## config.mk

```make
export PLATFORM = sky130hd
export DESIGN_NAME = clock_flat
export DESIGN_NICKNAME = d
export VERILOG_FILES = /design/src/rtl/clock_pkg.sv /design/src/rtl/clock_if.sv /design/src/rtl/clock_bin2bcd_digits.sv /design/src/rtl/clock.sv /design/src/flat_wrapper.sv
export SDC_FILE = /design/constraint.sdc
export NUM_CORES = 1
export LEC_CHECK = 0
export ABC_AREA = 1
export BUFFER_PORTS_ARGS = -buffer_cell sky130_fd_sc_hd__clkbuf_2
export CAP_MARGIN = 0
export CORE_ASPECT_RATIO = 0.8
export CORE_MARGIN = 10
export CORE_UTILIZATION = 40
export CTS_CLUSTER_DIAMETER = 200
export DETAILED_ROUTE_END_ITERATION = 7
export GPL_TIMING_DRIVEN = 0
export PLACE_DENSITY_LB_ADDON = 0.12
export SETUP_SLACK_MARGIN = 0.02
export SKIP_LAST_GASP = 1
export SYNTH_ARGS = -nofsm -noshare
export SYNTH_HDL_FRONTEND = slang
export SYNTH_SLANG_ARGS = --single-unit
```

## constraint.sdc

```tcl
create_clock -name clk -period 4.1 [get_ports clk]
set_clock_uncertainty 0.05 [all_clocks]
set_input_delay 0.82 -clock clk [delete_from_list [all_inputs] [get_ports clk]]
set_output_delay 0.82 -clock clk [all_outputs]
set_load 0.03 [all_outputs]
```

## src/rtl/clock_pkg.sv

```systemverilog
// Shared constants and BCD helpers for the 24-hour alarm clock.
package clock_pkg;
    localparam int CLK_DIV_DEF   = 10;
    localparam int HOURS_PER_DAY = 24;
    localparam int MIN_PER_HOUR  = 60;
    localparam int SEC_PER_MIN   = 60;

    function automatic logic [5:0] bcd2bin(input logic [3:0] tens, input logic [3:0] units);
        return 6'(tens) * 6'd10 + 6'(units);
    endfunction
endpackage

```

## src/rtl/clock_if.sv

```systemverilog
// Load/control inputs and BCD display/alarm outputs of the alarm clock.
interface clock_if;
    logic [1:0] H_in1;
    logic [3:0] H_in0;
    logic [2:0] M_in1;
    logic [3:0] M_in0;
    logic       LD_time;
    logic       LD_alarm;
    logic       STOP_al;
    logic       AL_ON;
    logic       Alarm;
    logic [1:0] H_out1;
    logic [3:0] H_out0;
    logic [2:0] M_out1;
    logic [3:0] M_out0;
    logic [2:0] S_out1;
    logic [3:0] S_out0;

    modport master (
        output H_in1, H_in0, M_in1, M_in0, LD_time, LD_alarm, STOP_al, AL_ON,
        input  Alarm, H_out1, H_out0, M_out1, M_out0, S_out1, S_out0
    );
    modport slave (
        input  H_in1, H_in0, M_in1, M_in0, LD_time, LD_alarm, STOP_al, AL_ON,
        output Alarm, H_out1, H_out0, M_out1, M_out0, S_out1, S_out0
    );
endinterface

```

## src/rtl/clock_bin2bcd_digits.sv

```systemverilog
// Splits a 0..59 binary value into BCD tens and units digits.
module bin2bcd_digits #(
    parameter int TENS_W = 3
) (
    input  logic [5:0]        i_val,
    output logic [TENS_W-1:0] o_tens,
    output logic [3:0]        o_units
);
    assign o_tens  = TENS_W'(i_val / 6'd10);
    assign o_units = 4'(i_val % 6'd10);
endmodule

```

## src/rtl/clock.sv

```systemverilog
// 24-hour hh:mm:ss clock with a CLK_DIV prescaler, loadable time/alarm and latched Alarm.
module clock
    import clock_pkg::*;
#(
    parameter int CLK_DIV = CLK_DIV_DEF
) (
    input  logic    clk,
    input  logic    reset,
    clock_if.slave  bus
);
    localparam int DIV_W = (CLK_DIV > 1) ? $clog2(CLK_DIV) : 1;
    localparam logic [DIV_W-1:0] DIV_LAST = DIV_W'(CLK_DIV - 1);
    localparam logic [5:0] SEC_LAST  = 6'(SEC_PER_MIN - 1);
    localparam logic [5:0] MIN_LAST  = 6'(MIN_PER_HOUR - 1);
    localparam logic [5:0] HOUR_LAST = 6'(HOURS_PER_DAY - 1);

    logic [DIV_W-1:0] r_div;
    logic [5:0]       r_hh, r_mm, r_ss;
    logic [5:0]       r_al_hh, r_al_mm;
    logic             r_alarm;

    logic [5:0] w_ld_hh, w_ld_mm;
    logic       w_tick, w_match;

    assign w_ld_hh = bcd2bin(4'(bus.H_in1), bus.H_in0);
    assign w_ld_mm = bcd2bin(4'(bus.M_in1), bus.M_in0);
    assign w_tick  = (r_div == DIV_LAST);
    // Compared against the registered time, so Alarm lags the :00 display by one clk.
    assign w_match = (r_hh == r_al_hh) && (r_mm == r_al_mm) && (r_ss == 6'd0);

    always_ff @(posedge clk) begin
        if (reset) begin
            r_hh    <= w_ld_hh;
            r_mm    <= w_ld_mm;
            r_ss    <= 6'd0;
            r_al_hh <= 6'd0;
            r_al_mm <= 6'd0;
            r_div   <= '0;
            r_alarm <= 1'b0;
        end else begin
            if (bus.LD_time) begin
                r_hh  <= w_ld_hh;
                r_mm  <= w_ld_mm;
                r_ss  <= 6'd0;
                r_div <= '0;
            end else if (w_tick) begin
                r_div <= '0;
                if (r_ss == SEC_LAST) begin
                    r_ss <= 6'd0;
                    if (r_mm == MIN_LAST) begin
                        r_mm <= 6'd0;
                        r_hh <= (r_hh >= HOUR_LAST) ? 6'd0 : r_hh + 6'd1;
                    end else begin
                        r_mm <= r_mm + 6'd1;
                    end
                end else begin
                    r_ss <= r_ss + 6'd1;
                end
            end else begin
                r_div <= r_div + 1'b1;
            end

            if (bus.LD_alarm) begin
                r_al_hh <= w_ld_hh;
                r_al_mm <= w_ld_mm;
            end

            if (bus.STOP_al || !bus.AL_ON)
                r_alarm <= 1'b0;
            else if (w_match)
                r_alarm <= 1'b1;
        end
    end

    assign bus.Alarm = r_alarm;

    bin2bcd_digits #(.TENS_W(2)) u_hh (.i_val(r_hh), .o_tens(bus.H_out1), .o_units(bus.H_out0));
    bin2bcd_digits #(.TENS_W(3)) u_mm (.i_val(r_mm), .o_tens(bus.M_out1), .o_units(bus.M_out0));
    bin2bcd_digits #(.TENS_W(3)) u_ss (.i_val(r_ss), .o_tens(bus.S_out1), .o_units(bus.S_out0));
endmodule

```

## src/flat_wrapper.sv

```systemverilog
// flat-port wrapper written by rule: the top's interface ports become plain ports
module clock_flat import clock_pkg::*;
#(
    parameter int CLK_DIV = CLK_DIV_DEF
)
  (clk, reset, bus_H_in1, bus_H_in0, bus_M_in1, bus_M_in0, bus_LD_time, bus_LD_alarm, bus_STOP_al, bus_AL_ON, bus_Alarm, bus_H_out1, bus_H_out0, bus_M_out1, bus_M_out0, bus_S_out1, bus_S_out0);
  clock_if bus_i ();
  input  logic clk;
  input  logic reset;
  input wire logic [$bits(bus_i.H_in1)-1:0] bus_H_in1;
  input wire logic [$bits(bus_i.H_in0)-1:0] bus_H_in0;
  input wire logic [$bits(bus_i.M_in1)-1:0] bus_M_in1;
  input wire logic [$bits(bus_i.M_in0)-1:0] bus_M_in0;
  input wire logic [$bits(bus_i.LD_time)-1:0] bus_LD_time;
  input wire logic [$bits(bus_i.LD_alarm)-1:0] bus_LD_alarm;
  input wire logic [$bits(bus_i.STOP_al)-1:0] bus_STOP_al;
  input wire logic [$bits(bus_i.AL_ON)-1:0] bus_AL_ON;
  output wire logic [$bits(bus_i.Alarm)-1:0] bus_Alarm;
  output wire logic [$bits(bus_i.H_out1)-1:0] bus_H_out1;
  output wire logic [$bits(bus_i.H_out0)-1:0] bus_H_out0;
  output wire logic [$bits(bus_i.M_out1)-1:0] bus_M_out1;
  output wire logic [$bits(bus_i.M_out0)-1:0] bus_M_out0;
  output wire logic [$bits(bus_i.S_out1)-1:0] bus_S_out1;
  output wire logic [$bits(bus_i.S_out0)-1:0] bus_S_out0;
  assign bus_i.H_in1 = bus_H_in1;
  assign bus_i.H_in0 = bus_H_in0;
  assign bus_i.M_in1 = bus_M_in1;
  assign bus_i.M_in0 = bus_M_in0;
  assign bus_i.LD_time = bus_LD_time;
  assign bus_i.LD_alarm = bus_LD_alarm;
  assign bus_i.STOP_al = bus_STOP_al;
  assign bus_i.AL_ON = bus_AL_ON;
  assign bus_Alarm = bus_i.Alarm;
  assign bus_H_out1 = bus_i.H_out1;
  assign bus_H_out0 = bus_i.H_out0;
  assign bus_M_out1 = bus_i.M_out1;
  assign bus_M_out0 = bus_i.M_out0;
  assign bus_S_out1 = bus_i.S_out1;
  assign bus_S_out0 = bus_i.S_out0;
  clock #(.CLK_DIV(CLK_DIV)) u_core (.clk(clk), .reset(reset), .bus(bus_i));
endmodule
```

==> impl_metrics.toml, run 1 <==
[route]
detail_route.vias_per_cell = 4.89
dr.pass1.iters = 4
ant_nets = 0
totalWireLength_um = 6640
drt_iter0_drc = 121
wl_per_cell_um = 12.7
vias = 2546
drc = 0

[yosys]
ys.flop_type = "dfxtp_1"
synth_edf_count = 12
synth_cell_types = 35
synthesis.instances = 392
synth_fp_nets = 437
avgSynthCellArea_um2 = 7.03
ys_warn_count = 0
async_flop_share = 0
yosysSeqAreaShare = 0.298
ys_seq_elements = 35
synthesis.area_um2 = 2760

[worst_hold_path]
hp-class = "reg2reg"

[floorplanning]
dieArea_um2 = 10600
core_region_area_um2 = 6540
fp.dieW_um = 113
rows = 26
start_util = 0.421
ios = 40
die_height_um = 94.2

[finish]
drive_gt1_frac = 0.190
utilization = 0.485
nFillCells = 685
fin_nets = 481
areaGrowthSynthToFinish_pct = 15.1
antenna_cells = 0

[sta]
setup-violations-final = 0
post-route-period-util = 0.768
finalHoldViolCount = 0
rsz0062_at_grt = "no"
slew_viol_final = 0
slew_headroom = 0.336
fin_crit_ps = 3150
worstMarginPinSlew_ps = 989
setup_tns_ps = 0
fmax_mhz = 318

[grt]
track_usage = 0.127
grt_pass1_wl_um = 11400
grt_max_degree = 13
grt_pass1_vias = 2466
gr-total-overflow = 0
antenna_found_initial = 0

[cts]
ctsResizeCount = 0
clk_pin_slew_ps = 80
cts_made_buffers = 5
clkLatencyLatePin_ps = 300
ctsHoldBuffers = 0
cts_sinks = 35
cts_tree = "done"
cts.path.max_buffers = 2
cts_setup_buffers = 0
htree_num_levels = 2
root_buffer = "clkbuf_8"

[run_status]
status = "complete, no violations"

[pwr]
p_per_area_nw_per_um2 = 406
p_leak_nw = 1.58
ir_drop_mv = 0.154

[placement]
port_buffers = 37
place_congestion = 0.804
hpwlAfterDp_um = 5390

[setup_path]
critPathCaptureType = "output pin"
arrival_ps = 2280
worstSetupStartpointType = "flip-flop"
critical_path_class = "reg2out"
cp_max_fo = 5
required_ps = 3230

[run]
drv_cap = 0
final cells by class:
cell class | instances | area (µm²) | area share
inverter | 67 | 251 | 0.0793
tap | 84 | 105 | 0.0331
clock buffer | 7 | 119 | 0.0375
sequential | 35 | 821 | 0.259
timing repair buffer | 37 | 185 | 0.0584
buffer | 10 | 60.1 | 0.0189
clock inverter | 1 | 6.26 | 0.00197
multi-input combinational | 280 | 1620 | 0.512
cell usage after synthesis, types with 2 or more instances:
library cell,instances,share of area
nand4_1,4,0.0091
nor2_1,31,0.042
buf_4,3,0.0082
fa_1,2,0.015
clkbuf_1,3,0.0041
xnor2_1,9,0.029
o31ai_1,2,0.0054
o21ai_1,7,0.013
o22ai_1,8,0.018
nand2_2,12,0.027
inv_2,11,0.015
nand3_2,2,0.0073
nand2_1,81,0.11
a21oi_1,18,0.033
o211ai_1,5,0.014
dfxtp_1,23,0.17
inv_1,55,0.075
nor3_1,4,0.0073
nand3_1,26,0.047
xor2_1,5,0.016
nand2_4,3,0.012
o21ai_0,29,0.053
ha_1,24,0.11
buf_2,3,0.0054
edfxtp_1,12,0.13
worst max-delay path: stages (launching register included):
cell	delay [ps]
dfxtp_1	430
inv_2	90
ha_1	270
nand3_1	70
nand2_1	100
nand2_2	70
nand2_2	90
nand2_1	70
and2_1	140
ha_1	190
inv_1	50
nand2_1	40
nand2_1	60
nand2_1	50
nand2_1	50
clkbuf_2	200
layer usage:
layer / vias up / share of wire / GRT usage / routed length [µm]
li1: 1356 / - / - / -
met1: 1140 / 0.48 / 0.162 / 3190
met2: 46 / 0.45 / 0.206 / 3000
met3: 4 / 0.062 / 0.0415 / 411
met4: 0 / 0.0057 / 0.0222 / 38
met5: - / 0 / 0 / 0
worst paths after layout:
kind	startpoint	end	slack [ps]	cells past startpoint
worst max register to register	u_core.r_div[0]$_SDFF_PP0_	u_core.r_hh[0]$_DFFE_PP_	1340	7
worst max-delay path	u_core.r_ss[4]$_SDFFE_PP0N_	bus_S_out0[3]	950	15
worst min-delay path	u_core.bus.Alarm$_SDFFE_PP0P_	u_core.bus.Alarm$_SDFFE_PP0P_	400	2
worst min register to register	u_core.bus.Alarm$_SDFFE_PP0P_	u_core.bus.Alarm$_SDFFE_PP0P_	400	2
registers in the layout, summed over array words and instances, names as in the netlist:
name	flops
u_core.r_al_mm	6
u_core.r_div	4
u_core.bus.Alarm	1
u_core.r_mm	6
u_core.r_al_hh	6
u_core.r_hh	6
u_core.r_ss	6
metrics by stage:
stage	instances	cell area [µm²]	setup slack (ps)	hold WS, ps	total power, mW
after floorplan	392	2760	1270	384	0.831
after global placement	513	3050	1220	381	0.959
after detailed placement	513	3050	1240	391	0.967
after CTS	521	3170	943	402	1.30
after global routing	521	3170	746	444	1.38
final	521	3170	953	398	1.29
cells by family (layout without fill, tap and decap cells):
logic type      after synthesis  after routing  synth area share
compound gates               73             73             0.148
flops                        35             35             0.298
fa+ha+maj                    26             26             0.124
simple gates                167            167             0.273
xor+xnor                     14             14            0.0445
buf+inv                      77            122             0.113
placed cells by master (no fill, tap or decap), types with 12 or more instances in the layout:
| master | count |
|---|---|
| dfxtp_1 | 23 |
| nand2_2 | 12 |
| o21ai_0 | 29 |
| nor2_1 | 31 |
| a21oi_1 | 18 |
| inv_1 | 55 |
| nand2_1 | 81 |
| edfxtp_1 | 12 |
| nand3_1 | 26 |
| clkbuf_2 | 37 |
| ha_1 | 24 |
report_power, final:
| group | switching, mW | internal, mW |
|---|---|---|
| logic | 0.358 | 0.173 |
| clock network | 0.140 | 0.194 |
| registers | 0.0292 | 0.394 |
| total | 0.527 | 0.761 |
Power figures use the tool's default switching activity.
==> run 2: changes to the inputs <==
==> constraint.sdc (replaced) <==
create_clock -name clk -period 2.97 [get_ports clk]
set_clock_uncertainty 0.05 [all_clocks]
set_input_delay 0.594 -clock clk [delete_from_list [all_inputs] [get_ports clk]]
set_output_delay 0.594 -clock clk [all_outputs]
set_load 0.03 [all_outputs]
==> impl_metrics.toml, run 2 (synthesized netlist as in run 1, its figures left out) <==
[run_status]
status = "complete, no violations"

[grt]
gr-total-overflow = 0
antenna_found_initial = 0
track_usage = 0.127
grt_max_degree = 13
grt_pass1_vias = 2466
grt_pass1_wl_um = 11400

[route]
dr.pass1.iters = 4
totalWireLength_um = 6630
wl_per_cell_um = 12.7
detail_route.vias_per_cell = 4.89
ant_nets = 0
vias = 2555
drt_iter0_drc = 125
drc = 0

[sta]
slew_headroom = 0.611
finalHoldViolCount = 0
setup_tns_ps = 0
fin_crit_ps = 2790
post-route-period-util = 0.939
setup-violations-final = 0
fmax_mhz = 358
rsz0062_at_grt = "yes"
slew_viol_final = 0
worstMarginPinSlew_ps = 583

[pwr]
p_leak_nw = 1.59
totalPowerFinal_mw = 1.78
ir_drop_mv = 0.212
p_per_area_nw_per_um2 = 558

[cts]
cts_made_buffers = 5
cts.path.max_buffers = 2
ctsHoldBuffers = 0
clkLatencyLatePin_ps = 300
htree_num_levels = 2
clk_pin_slew_ps = 90
root_buffer = "clkbuf_8"
cts_tree = "done"
cts_sinks = 35

[setup_path]
critPathCaptureType = "output pin"
worstSetupStartpointType = "flip-flop"
critPathTopFamily = "simple AND/OR/NAND/NOR gates"
reg2reg_setup_slack_ps = 520
arrival_ps = 2150
worst_path_max_delay_cell = "dfxtp_4"
cpMostUsedCell = "nand2_1"
crit_buf_inv = 3
critical_path_class = "reg2out"
required_ps = 2330
slowest_delay_ps = 380
cp_max_fo = 5
crit_chain = "inv_2 -> ha_1 -> nand3_1 -> nand2_1 -> nand2_2 -> nand2_2 -> nand2_1 -> and2_1 -> ha_1 -> inv_1 -> nand2_1 -> nand2_1 -> nand2_1 -> nand2_1 -> buf_4"

[finish]
antenna_cells = 0
final_common_cell = "nand2_1"
drive_gt1_frac = 0.198
fin_nets = 483
layout_common_cells = "nand2_1 (81), inv_1 (55), clkbuf_2 (35)"
nFillCells = 684
areaGrowthSynthToFinish_pct = 16.1

[floorplanning]
start_util = 0.421
dieArea_um2 = 10600
rows = 26
core_region_area_um2 = 6540
fp.dieW_um = 113
ios = 40
die_height_um = 94.2

[worst_hold_path]
hp-class = "reg2reg"

[placement]
port_buffers = 37
place_congestion = 0.804
hpwlAfterDp_um = 5390

[run]
drv_cap = 0
[run 2: cell types whose count changed in the layout (fill, tap and decap cells not counted), sizes merged]
cell and delta:
buf +3, clkbuf -1
[run 2: worst paths after layout]
kind                                      start                       endpoint  cells past startpoint
setup / recovery    u_core.r_ss[4]$_SDFFE_PP0N_                  bus_S_out0[3]                     15
setup reg to reg     u_core.r_div[0]$_SDFF_PP0_       u_core.r_hh[0]$_DFFE_PP_                      7
hold reg to reg   u_core.bus.Alarm$_SDFFE_PP0P_  u_core.bus.Alarm$_SDFFE_PP0P_                      2
hold / removal    u_core.bus.Alarm$_SDFFE_PP0P_  u_core.bus.Alarm$_SDFFE_PP0P_                      2
[run 2: cell type report]
cell class / instances / area, µm² / area share
clock buffer: 7 / 119 / 0.0372
clock inverter: 1 / 6.26 / 0.00196
inverter: 67 / 251 / 0.0786
timing repair buffer: 39 / 205 / 0.0642
multi-input combinational: 280 / 1630 / 0.509
tap: 84 / 105 / 0.0329
sequential: 35 / 825 / 0.258
buffer: 10 / 60.1 / 0.0188
[run 2: report_power, final]
part           total [mW]  switching (mW)  internal (mW)
clock network       0.462           0.194          0.268
registers           0.582          0.0385          0.543
logic               0.740           0.496          0.244
[run 2: worst reg2reg max path: cells and delay by family (launching register included)]
family / cells / cell delay (ps)
compound gates: 1 / 510
simple gates: 2 / 700
flops: 1 / 390
buf+inv: 3 / 270
fa+ha+maj: 1 / 160
[run 2: timing repair]
item / CTS / global route
resized for setup: 0 / 8
endpoints found under the setup margin: 0 / 10
buffers inserted: 0 / 2
[run 2: layer usage]
layer / GRT usage / vias up / part of all wire / routed length (µm)
li1: - / 1362 / - / -
met1: 0.162 / 1150 / 0.48 / 3190
met2: 0.206 / 41 / 0.46 / 3030
met3: 0.0415 / 2 / 0.057 / 380
met4: 0.0222 / 0 / 0.0038 / 25
met5: 0 / - / 0 / 0
[run 2: through the flow]
step	hold slack, ps	std cells	setup WS [ps]	cell area, µm²	utilization
3_3_place_gp	381	513	213	3050	0.466
4_1_cts	402	521	39.2	3170	0.485
2_1_floorplan	384	392	361	2760	-
3_5_place_dp	391	513	216	3050	0.466
6_report	398	523	180	3200	0.489
5_1_grt	444	523	-12.0	3200	0.489
